--- config.mk ---
export PLATFORM = sky130hd
export DESIGN_NAME = adc_capture_seq
export DESIGN_NICKNAME = d
export VERILOG_FILES = /design/src/rtl/adc_capture_pkg.sv /design/src/rtl/channel_serializer.sv /design/src/rtl/adc_capture_seq.sv
export SDC_FILE = /design/constraint.sdc
export NUM_CORES = 1
export LEC_CHECK = 0
export BUFFER_PORTS_ARGS = -buffer_cell sky130_fd_sc_hd__buf_2
export CORE_MARGIN = 4
export CORE_UTILIZATION = 60
export CTS_BUF_LIST = sky130_fd_sc_hd__clkbuf_16
export DETAILED_ROUTE_END_ITERATION = 8
export PLACE_DENSITY_LB_ADDON = 0.2
export SYNTH_ARGS = -nofsm -noshare
export SYNTH_HDL_FRONTEND = slang
export SYNTH_SLANG_ARGS = --single-unit
--- constraint.sdc ---
create_clock -name clk -period 6.9 [get_ports clk]
set_clock_uncertainty 0.05 [all_clocks]
set_input_delay 0.345 -clock clk [delete_from_list [all_inputs] [get_ports clk]]
set_output_delay 0.345 -clock clk [all_outputs]
set_load 0.005 [all_outputs]
--- src/rtl/adc_capture_pkg.sv ---
`default_nettype none
// ============================================================================
//  Module      : adc_capture_pkg
//  Description : Shared types for the multi-channel ADC capture sequencer.
//                - capture_state_t : sequencer FSM encoding (exported on the
//                                    'state' debug port, so values are fixed)
//                - capture_mode_t  : one-shot / continuous record mode
//                - ch_idx_width()  : width of a channel index, never below 1
//  Revision    : 1.0 - initial release
// ============================================================================
package adc_capture_pkg;

    typedef enum logic [2:0] {
        IDLE       = 3'd0,
        WAIT_EMPTY = 3'd1,
        CAPTURE    = 3'd2,
        FINISH     = 3'd3
    } capture_state_t;

    typedef enum logic {
        ONE_SHOT   = 1'b0,
        CONTINUOUS = 1'b1
    } capture_mode_t;

    // A single-channel build still needs a 1-bit channel tag.
    function automatic int ch_idx_width(input int num_ch);
        return (num_ch > 1) ? $clog2(num_ch) : 1;
    endfunction

endpackage : adc_capture_pkg
`default_nettype wire

--- src/rtl/channel_serializer.sv ---
`default_nettype none
// ============================================================================
//  Module      : channel_serializer
//  Description : Snapshots all channels on i_load and emits the enabled ones,
//                lowest index first, one per cycle, as a registered write.
//  Ports       : clk, rstn        - clock, async active-low reset
//                i_flush          - drop everything pending, no write next cycle
//                i_load           - take a new frame (i_data, i_mask) this cycle
//                i_full           - sink full: the write chosen this cycle is
//                                   dropped but its channel is still retired
//                o_valid/o_data/o_ch - registered write strobe, sample, tag
//                o_last           - the channel retired this cycle ends the frame
//                o_busy           - channels still pending from an earlier load
//  Revision    : 1.0 - initial release
// ============================================================================
module channel_serializer
    import adc_capture_pkg::*;
#(
    parameter int NUM_CH   = 4,
    parameter int SAMPLE_W = 16
) (
    input  logic                               clk,
    input  logic                               rstn,
    input  logic                               i_flush,
    input  logic                               i_load,
    input  logic                               i_full,
    input  logic [NUM_CH-1:0]                  i_mask,
    input  logic [NUM_CH*SAMPLE_W-1:0]         i_data,
    output logic                               o_valid,
    output logic [SAMPLE_W-1:0]                o_data,
    output logic [ch_idx_width(NUM_CH)-1:0]    o_ch,
    output logic                               o_last,
    output logic                               o_busy
);

    localparam int c_CH_W = ch_idx_width(NUM_CH);

    logic [NUM_CH*SAMPLE_W-1:0] r_snap;
    logic [NUM_CH-1:0]          r_pend;

    logic [NUM_CH-1:0]          w_src_mask;
    logic [NUM_CH-1:0]          w_rest;
    logic [NUM_CH*SAMPLE_W-1:0] w_src_data;
    logic [SAMPLE_W-1:0]        w_sel_data;
    logic [c_CH_W-1:0]          w_sel_ch;
    logic                       w_any;

    // On a load the first channel is taken straight from the live input so
    // that it reaches the output register one cycle after the tick.
    always_comb begin
        w_src_mask = i_load ? i_mask : r_pend;
        w_src_data = i_load ? i_data : r_snap;
        w_any      = |w_src_mask;
        w_rest     = w_src_mask & (w_src_mask - NUM_CH'(1));   // clear lowest set bit
        w_sel_ch   = '0;
        w_sel_data = '0;
        // Descending scan: the last hit is the lowest set index.
        for (int i = NUM_CH - 1; i >= 0; i--) begin
            if (w_src_mask[i]) begin
                w_sel_ch   = c_CH_W'(i);
                w_sel_data = w_src_data[i*SAMPLE_W +: SAMPLE_W];
            end
        end
    end

    assign o_last = w_any && (w_rest == '0);
    assign o_busy = |r_pend;

    always_ff @(posedge clk or negedge rstn) begin
        if (!rstn) begin
            r_snap  <= '0;
            r_pend  <= '0;
            o_valid <= 1'b0;
            o_data  <= '0;
            o_ch    <= '0;
        end else if (i_flush) begin
            r_pend  <= '0;
            o_valid <= 1'b0;
        end else begin
            r_pend  <= w_rest;
            if (i_load) begin
                r_snap <= i_data;
            end
            o_valid <= w_any && !i_full;
            if (w_any) begin
                o_data <= w_sel_data;
                o_ch   <= w_sel_ch;
            end
        end
    end

endmodule : channel_serializer
`default_nettype wire

--- src/rtl/adc_capture_seq.sv ---
`default_nettype none
// ============================================================================
//  Module      : adc_capture_seq
//  Description : Multi-channel ADC capture sequencer. Takes a decimated
//                parallel snapshot of NUM_CH channels and serialises the
//                enabled ones into a channel-tagged FIFO write stream.
//  Ports       : clk, rstn                  - clock, async active-low reset
//                start/stop/mode            - record control (start is edge)
//                ch_mask/rec_len/decim      - record setup, latched on start
//                aligned, adc_data          - deserialiser status and samples
//                fifo_rst/full/empty        - FIFO write-side status
//                wr_en/wr_data/wr_ch        - FIFO write stream
//                busy/done/overflow/state   - status and debug
//  Revision    : 1.0 - initial release
// ============================================================================
module adc_capture_seq
    import adc_capture_pkg::*;
#(
    parameter int NUM_CH    = 4,
    parameter int SAMPLE_W  = 16,
    parameter int REC_LEN_W = 16,
    parameter int DECIM_W   = 8
) (
    input  logic                            clk,
    input  logic                            rstn,
    input  logic                            start,
    input  logic                            stop,
    input  logic                            mode,
    input  logic [NUM_CH-1:0]               ch_mask,
    input  logic [REC_LEN_W-1:0]            rec_len,
    input  logic [DECIM_W-1:0]              decim,
    input  logic                            aligned,
    input  logic [NUM_CH*SAMPLE_W-1:0]      adc_data,
    input  logic                            fifo_rst,
    input  logic                            fifo_full,
    input  logic                            fifo_empty,
    output logic                            wr_en,
    output logic [SAMPLE_W-1:0]             wr_data,
    output logic [ch_idx_width(NUM_CH)-1:0] wr_ch,
    output logic                            busy,
    output logic                            done,
    output logic                            overflow,
    output logic [2:0]                      state
);

    capture_state_t         r_state, w_next;
    capture_mode_t          r_mode;
    logic                   r_start_d;
    logic [NUM_CH-1:0]      r_mask;
    logic [REC_LEN_W-1:0]   r_rec_len, r_frame_cnt, w_frame_nxt;
    logic [DECIM_W-1:0]     r_decim, r_decim_cnt;
    logic                   r_rec_done, r_overflow, r_busy, r_done;

    logic w_accept, w_in_cap, w_stop_now, w_tick, w_load, w_overrun, w_drop;
    logic w_frame_end, w_rec_reached, w_ser_busy, w_ser_last;

    assign w_accept = (r_state == IDLE) && start && !r_start_d && aligned
                      && !fifo_rst && (ch_mask != '0) && (rec_len != '0);

    assign w_in_cap = (r_state == CAPTURE) && !fifo_rst;

    // Frame boundary with stop requested: nothing pending, and the tick that
    // would open a new frame this cycle is withheld.
    assign w_stop_now = w_in_cap && (r_mode == CONTINUOUS) && stop && !w_ser_busy;

    // r_rec_done keeps a tick from opening a frame beyond the record end.
    assign w_tick    = w_in_cap && (r_decim_cnt == '0) && !r_rec_done && !w_stop_now;
    assign w_load    = w_tick && !w_ser_busy;
    assign w_overrun = w_tick &&  w_ser_busy;
    assign w_drop    = w_in_cap && (w_load || w_ser_busy) && fifo_full;

    assign w_frame_end   = w_in_cap && w_ser_last;
    assign w_frame_nxt   = r_frame_cnt + REC_LEN_W'(1);
    assign w_rec_reached = (w_frame_nxt == r_rec_len);

    channel_serializer #(
        .NUM_CH   (NUM_CH),
        .SAMPLE_W (SAMPLE_W)
    ) u_ser (
        .clk     (clk),
        .rstn    (rstn),
        .i_flush (!w_in_cap),
        .i_load  (w_load),
        .i_full  (fifo_full),
        .i_mask  (r_mask),
        .i_data  (adc_data),
        .o_valid (wr_en),
        .o_data  (wr_data),
        .o_ch    (wr_ch),
        .o_last  (w_ser_last),
        .o_busy  (w_ser_busy)
    );

    always_comb begin
        w_next = r_state;
        case (r_state)
            IDLE:       if (w_accept) w_next = WAIT_EMPTY;
            WAIT_EMPTY: if (fifo_rst) w_next = IDLE;
                        else if (fifo_empty) w_next = CAPTURE;
            CAPTURE:    if (fifo_rst) w_next = IDLE;
                        else if (r_rec_done || w_stop_now) w_next = FINISH;
            FINISH:     w_next = IDLE;
            default:    w_next = IDLE;
        endcase
    end

    // busy/done are registered from the next state so they line up with 'state'.
    always_ff @(posedge clk or negedge rstn) begin
        if (!rstn) begin
            r_state <= IDLE;
            r_busy  <= 1'b0;
            r_done  <= 1'b0;
        end else begin
            r_state <= w_next;
            r_busy  <= (w_next != IDLE);
            r_done  <= (w_next == FINISH);
        end
    end

    always_ff @(posedge clk or negedge rstn) begin
        if (!rstn) begin
            r_start_d   <= 1'b0;
            r_mode      <= ONE_SHOT;
            r_mask      <= '0;
            r_rec_len   <= '0;
            r_decim     <= '0;
            r_decim_cnt <= '0;
            r_frame_cnt <= '0;
            r_rec_done  <= 1'b0;
            r_overflow  <= 1'b0;
        end else begin
            r_start_d <= start;
            if (w_accept) begin
                r_mode      <= capture_mode_t'(mode);
                r_mask      <= ch_mask;
                r_rec_len   <= rec_len;
                r_decim     <= decim;
                r_decim_cnt <= '0;          // first tick on the first CAPTURE cycle
                r_frame_cnt <= '0;
                r_rec_done  <= 1'b0;
                r_overflow  <= 1'b0;
            end else begin
                if (w_in_cap) begin
                    r_decim_cnt <= (r_decim_cnt == '0) ? r_decim
                                                       : r_decim_cnt - DECIM_W'(1);
                end
                if (w_frame_end) begin
                    r_frame_cnt <= w_rec_reached ? '0 : w_frame_nxt;
                end
                r_rec_done <= w_frame_end && w_rec_reached && (r_mode == ONE_SHOT);
                if (w_overrun || w_drop) begin
                    r_overflow <= 1'b1;
                end
            end
        end
    end

    assign busy     = r_busy;
    assign done     = r_done;
    assign overflow = r_overflow;
    assign state    = r_state;

endmodule : adc_capture_seq
`default_nettype wire

* Word level (Yosys, flattened, before mapping)
Cells that the tools add are included.
** Word-level totals
- Memory bits (read-only) :: 0
- Register bits :: 148
- Word-level logic and storage cells :: 96
- Memory bits (writable) :: 0
- Input bits :: 101
- Latch bits :: 0
- Memories kept :: 0
- Output and inout bits :: 25
** Cells by class
- Add/subtract/negate cells :: 3
- Divide/modulo/power cells :: 0
- Bitwise logic cells :: 2
- Multipliers :: 0
- Equal/unequal tests :: 4
- Multiplexer cells :: 27
- Reductions and logical operators :: 43
- Order comparisons :: 0
- Shifts and indexed selects :: 0
** Operators by type and width (number)
- 16-bit two-way mux :: 7
- 64-bit two-way mux :: 1
- 8-bit two-way mux :: 3
- 1-bit logical AND :: 22
- 16-bit by 1-bit adder with 16-bit output, second input constant :: 1
- 16-bit == test :: 1
- 16-bit nonzero test :: 1
- 3-bit two-way mux :: 5
- 3-bit case mux with 3 select lines :: 1
- 8-bit logical NOT :: 1
- 2-bit two-way mux :: 4
- 4-bit two-way mux :: 2
- 4-bit OR reduction :: 2
- 8-bit by 1-bit subtractor with 8-bit output, second input constant :: 1
- 3-bit by 2-bit == test with 1-bit output, second input constant :: 2
- 1-bit logical NOT :: 6
- 2-bit nonzero test :: 3
- 4-bit AND :: 1
- 4-bit logical NOT :: 1
- 1-bit two-way mux :: 4
- 4-bit nonzero test :: 1
- 4-bit by 1-bit subtractor with 4-bit output, second input constant :: 1
- 3-bit by 1-bit == test with 1-bit output, second input constant :: 1
- 3-bit logical NOT :: 1
- other kinds (4) :: 6

* Depth between registers and ports, before layout
- Word-level depth :: 17
- Mapped depth :: 12

* Hierarchy
Synthesis repeated with hierarchy kept, for this count alone.
** Unflattened totals
- Cells, all modules :: 733
- Area total of the unflattened synthesis :: 7504.7 um^2
** By module, submodules not included
- channel_serializer :: area an instance 4097.7 um^2, seq. area each 1751.7 um^2, times used 1, cells an instance 396
- adc_capture_seq :: area an instance 3407.0 um^2, seq. area each 1526.5 um^2, times used 1, cells an instance 337

* Least setup slack after synthesis
Ideal clock, no wire load.
- Kind :: flip-flop to flip-flop
- Start :: register r_state[2] (netlist: state[2])
- End :: register u_ser.o_data[12]
- Setup time :: 0.125 ns
- Cell stages (with the launch flop) :: 8
- Required time :: 6.725 ns
- Period minus slack after synthesis :: 2.618 ns
- Arrival time :: 2.443 ns
- Setup slack :: 4.282 ns
- Buffers on the path :: 1
- Cell sequence :: dfrtp_1 > or4b_4 > or3_4 > nor3_4 > a21oi_2 > a21oi_4 > buf_6 > mux2_2
** On the way
- Word-level cells in the longest chain between the ends :: 13
- Elaborated cells on any way between the ends :: 18
- Those cells by class :: eq/ne: 1; mux: 6; reduce/logical: 11
** Ends and longest elaborated chain
- start, declared :: RTL line adc_capture_seq.sv:46 : capture_state_t r_state, w_next;
- start signal, assigned :: RTL line adc_capture_seq.sv:114 : r_state <= w_next;
- 3-bit by 2-bit == test with 1-bit output (*) :: RTL line adc_capture_seq.sv:60 : assign w_in_cap = (r_state == CAPTURE) && !fifo_rst;
- 1-bit logical AND (*) :: RTL line adc_capture_seq.sv:60
- 1-bit logical AND (3 in a row) :: RTL line adc_capture_seq.sv:64 : assign w_stop_now = w_in_cap && (r_mode == CONTINUOUS) && stop && !w_ser_busy;
- 1-bit logical NOT :: RTL line adc_capture_seq.sv:67 : assign w_tick = w_in_cap && (r_decim_cnt == '0) && !r_rec_done && !w_stop_now;
- 1-bit logical AND :: RTL line adc_capture_seq.sv:67
- 1-bit logical AND :: RTL line adc_capture_seq.sv:68 : assign w_load = w_tick && !w_ser_busy;
- 64-bit two-way mux or 4-bit two-way mux (tied branches) :: RTL line channel_serializer.sv:52, channel_serializer.sv:51
- 16-bit two-way mux (4 in a row) :: RTL line channel_serializer.sv:59 : if (w_src_mask[i]) begin
- end signal, assigned :: RTL line channel_serializer.sv:86 : o_data <= w_sel_data;
- end, declared :: RTL line channel_serializer.sv:30 : output logic [SAMPLE_W-1:0] o_data,
Every way passes the cells marked *; elsewhere a longest branch is shown, timed or not.
A chain may end at the register's enable or synchronous reset.

* Worst setup path in the final report
- Start :: register r_decim_cnt[0]
- End :: register r_frame_cnt[7]
** On the way
- Word-level cells in the longest chain between the ends :: 12
- Elaborated cells on any way between the ends :: 13
- Those cells by class :: add/sub: 1; mux: 1; bitwise: 1; reduce/logical: 10
** Ends and longest elaborated chain
- start, declared :: RTL line adc_capture_seq.sv:51 : logic [DECIM_W-1:0] r_decim, r_decim_cnt;
- start signal, assigned :: RTL line adc_capture_seq.sv:144 : r_decim_cnt <= (r_decim_cnt == '0) ? r_decim
- 8-bit logical NOT (*) :: RTL line adc_capture_seq.sv:67
- 1-bit logical AND (*) (3 in a row) :: RTL line adc_capture_seq.sv:67
- 1-bit logical AND (*) :: RTL line adc_capture_seq.sv:68
- 4-bit two-way mux (*) :: RTL line channel_serializer.sv:51 : w_src_mask = i_load ? i_mask : r_pend;
- 4-bit by 1-bit subtractor with 4-bit output :: RTL line channel_serializer.sv:54 : w_rest = w_src_mask & (w_src_mask - NUM_CH'(1));
- 4-bit AND :: RTL line channel_serializer.sv:54
- 4-bit logical NOT :: RTL line channel_serializer.sv:66 : assign o_last = w_any && (w_rest == '0);
- 1-bit logical AND (*) :: RTL line channel_serializer.sv:66
- 1-bit logical AND (*) :: RTL line adc_capture_seq.sv:72 : assign w_frame_end = w_in_cap && w_ser_last;
- 2-bit nonzero test (no line) (*)
- end signal, assigned :: RTL line adc_capture_seq.sv:148 : r_frame_cnt <= w_rec_reached ? '0 : w_frame_nxt;
- end, declared :: RTL line adc_capture_seq.sv:50 : logic [REC_LEN_W-1:0] r_rec_len, r_frame_cnt, w_frame_nxt;
Marks and branches as above.

==> impl_metrics.ini <==
[drt]
routedWlPerCell_um = 18.39
drt_iter0_drc = 545
number_of_detailed_routing_iterations_run_before_antenna_repair = 5
post-route-drc-count = 0
via_per_inst = 6.048
postRouteWirelength_um = 17660
ant_nets = 0
vias = 5806

[sta]
fin_worst_hold_slack_ns = 0.005199
final-max-slew-violation-count = 0
setup_slack_of_the_critical_path_after_layout_ns = 3.382
maxSlewHeadroom_pct = 41.67
final-hold-violation-count = 0
period_minus_slack_ns = 3.518
final_setup_tns_ns = 0
rsz0062_at_grt = false
timing_worst_slew_pin_value_ns = 0.8750
finalCritPeriodShare_pct = 50.99
max_clock_freq_mhz = 284.2
setup_viol_count_final = 0

[synth]
synth_compound_gate_area_share_pct = 15.26
ys.flop_type = sky130_fd_sc_hd__dfrtp_1
synthesis.nets = 806
seq_cells_post_synth = 131
syn-cell-area_sq_um = 6799
synth_top_family_by_area = simple AND/OR/NAND/NOR gates
async_flop_share_pct = 100.0
synth_simple_gate_area_share_pct = 20.59
mean_syn_cell_area_sq_um = 9.685
xor_xnor_share_of_the_synthesized_area_pct = 2.834
synth_enable_flop_cells = 0
synth_mux_area_share_pct = 8.631
ys.warnings.count = 0
synth_sequential_area_ratio_pct = 48.21
post_syn_instances = 702
yosys.cell_types.count = 70
synth_fa_ha_area_share_pct = 0.5521

[finish]
nets_finish = 914
final_area_sq_um = 7914
fillCellCount = 804
sequential_cell_area_sq_um = 3278
area_growth_pct = 16.40
mostFrequentLayoutCell = sky130_fd_sc_hd__nand2_1
multi_input_area_sq_um = 3258
antenna_cells = 0
layout.cells.most_common_list = sky130_fd_sc_hd__nand2_1, sky130_fd_sc_hd__dfrtp_1, sky130_fd_sc_hd__buf_2, sky130_fd_sc_hd__mux2_2, sky130_fd_sc_hd__o21ai_0
drive_above_1_share_pct = 26.71

[worst_setup_path]
critical_path_arrival_ns = 3.77
cpPeakStageDelay_ns = 0.70
worst_ep_required_time_ns = 7.15
cp_num_buf_inv = 1
setup.worst_path.class = flop to flop
cp_slowest_cell = sky130_fd_sc_hd__and2_1
crit_path_start_kind = flop
worstPathCellList = inv_1 > ha_1 > nor3b_1 > nand3_1 > o41a_1 > nand3_1 > and2_1 > nor3_1 > a311o_1
worst-path-max-fanout = 21
cpMostUsedCell = sky130_fd_sc_hd__nand3_1
critical-path-top-delay-family = simple AND/OR/NAND/NOR gates
critPathCaptureType = flop

[floorplan]
die_width_um = 114.5
core_region_area_sq_um = 10980
floorplan.rows = 38
die_height_um = 114.5
initial_utilization_pct = 61.90
floorplan.io_pins = 126
die-area_sq_um = 13100

[global_routing]
antenna_found_initial = 0
global_route.overflow_total = 0
grt_util_all_layers_pct = 27.64
maximum_number_of_pins_on_one_net_before_global_route_repair = 69
number_of_global_route_vias_before_repair = 5761
grt_pass1_wl_um = 28300

[cts]
clk_path_buf_depth = 2
total_number_of_h_tree_levels = 4
clkTransAtPathRegs_ns = 0.05
tritoncts.num_buffers = 17
postCtsHoldBufs = 0
worstSkewPairLatency_ns = 0.42
tritoncts_clock_tree = built
cts.repair.resized = 0
clock_sinks = 131
cts_root_buffer = sky130_fd_sc_hd__clkbuf_16
post_cts.repair.setup_buffers = 0

[job]
cap_viol_max_count = 0

[pwr]
pwr_density_cell_nw_per_um2 = 235.0
post-layout-total-power_mw = 1.860
power.ir.vdd_worst_mv = 0.1826
leakagePower_nw = 3.989

[place]
pre_cts_slack_ns = 3.457
hpwlAfterDp_um = 12350
place_congestion = 0.9428
io_buffer_count = 125
placement.cell_area_sq_um = 7407

[status]
outcome = finished, final reports clean

[min_path]
timing.hold.worst.class = input pin to asynchronous set/reset pin
[registers in the layout, indices dropped and copies added, names as in the netlist]
signal         count
u_ser.r_snap      48
r_frame_cnt       16
r_rec_len         16
u_ser.o_data      16
r_decim            8
r_decim_cnt        8
r_mask             4
state              3
u_ser.r_pend       3
u_ser.o_ch         2
busy               1
done               1
overflow           1
r_mode             1
r_rec_done         1
r_start_d          1
u_ser.o_valid      1
[cell families after synthesis]
kind of cell             count (synthesis)
adder cells (fa/ha/maj)                  3
AND/OR/NAND/NOR                        286
flip-flops                             131
buffers and inverters                   48
multiplexers                            49
XOR/XNOR                                22
other                                    1
AO/OA/AOI/OAI                          162
[cell usage after synthesis (4+ instances only)]
| library cell | instances | area share (%) |
|---|---|---|
| sky130_fd_sc_hd__clkbuf_1 | 19 | 1.0 |
| sky130_fd_sc_hd__nand2_1 | 143 | 7.9 |
| sky130_fd_sc_hd__nor3_1 | 16 | 1.2 |
| sky130_fd_sc_hd__buf_6 | 4 | 0.66 |
| sky130_fd_sc_hd__and3_1 | 9 | 0.83 |
| sky130_fd_sc_hd__xnor2_1 | 13 | 1.7 |
| sky130_fd_sc_hd__o21ai_0 | 34 | 2.5 |
| sky130_fd_sc_hd__nor2_1 | 26 | 1.4 |
| sky130_fd_sc_hd__a21o_1 | 10 | 1.1 |
| sky130_fd_sc_hd__o21ai_1 | 27 | 2.0 |
| sky130_fd_sc_hd__dfrtp_1 | 131 | 48 |
| sky130_fd_sc_hd__nor4_1 | 13 | 1.2 |
| sky130_fd_sc_hd__mux2_2 | 36 | 6.0 |
| sky130_fd_sc_hd__nand4_1 | 7 | 0.64 |
| sky130_fd_sc_hd__a21oi_1 | 30 | 2.2 |
| sky130_fd_sc_hd__mux2_4 | 10 | 2.2 |
| sky130_fd_sc_hd__xor2_1 | 9 | 1.2 |
| sky130_fd_sc_hd__a211oi_1 | 23 | 2.5 |
| sky130_fd_sc_hd__a31oi_1 | 5 | 0.46 |
| sky130_fd_sc_hd__nand3_1 | 28 | 2.1 |
| sky130_fd_sc_hd__a22o_1 | 5 | 0.64 |
| sky130_fd_sc_hd__nor4b_1 | 4 | 0.52 |
| sky130_fd_sc_hd__inv_1 | 6 | 0.33 |
| sky130_fd_sc_hd__or2_2 | 7 | 0.64 |
| sky130_fd_sc_hd__buf_4 | 4 | 0.44 |
| sky130_fd_sc_hd__buf_2 | 12 | 0.88 |
[through the flow]
step           utilization [%]  std cells
6_report                 72.06        960
3_5_place_dp             67.44        931
2_1_floorplan                -        702
5_1_grt                  72.06        960
4_1_cts                  72.06        960
3_3_place_gp             67.44        931
[report_power, final]
group / internal, mW / total (mW) / switching [mW]
logic: 0.0892 / 0.211 / 0.122
registers: 0.820 / 0.863 / 0.0433
clock network: 0.476 / 0.786 / 0.310
total: 1.39 / 1.86 / 0.475
[area by class of cell]
class | count | area share, %
timing repair buffer | 131 | 8.506
clock buffer | 17 | 5.375
tap | 140 | 2.213
clock inverter | 12 | 1.028
multi-input combinational | 523 | 41.17
sequential | 131 | 41.42
inverter | 6 | 0.2846
[worst reg2reg max path: stages, from the launching register on]
cell	delay [ns]
sky130_fd_sc_hd__dfrtp_1	0.41
sky130_fd_sc_hd__inv_1	0.09
sky130_fd_sc_hd__ha_1	0.16
sky130_fd_sc_hd__nor3b_1	0.25
sky130_fd_sc_hd__nand3_1	0.48
sky130_fd_sc_hd__o41a_1	0.62
sky130_fd_sc_hd__nand3_1	0.16
sky130_fd_sc_hd__and2_1	0.70
sky130_fd_sc_hd__nor3_1	0.14
sky130_fd_sc_hd__a311o_1	0.35
[layer usage]
layer / up-vias / global-route usage [%] / routed length (um)
li1: 2720 / - / -
met1: 2800 / 37.90 / 7594
met2: 253 / 43.31 / 8451
met3: 33 / 6.342 / 1268
met4: 0 / 9.897 / 340
met5: - / 0 / 0
[final timing paths]
kind	start	end	slack, ns	cells after the start
setup reg to reg	r_decim_cnt[0]	r_frame_cnt[7]	3.38	9
hold reg to reg	r_decim[5]	r_decim[5]	0.42	2
setup / recovery	r_decim_cnt[0]	r_frame_cnt[7]	3.38	9
hold / removal	rstn	r_decim_cnt[7]	0.005	1
max in group asynchronous	rstn	r_frame_cnt[11]	5.46	2
min in group clk	start	r_start_d	0.04	1
No activity file was read; power rests on OpenSTA's default activity.
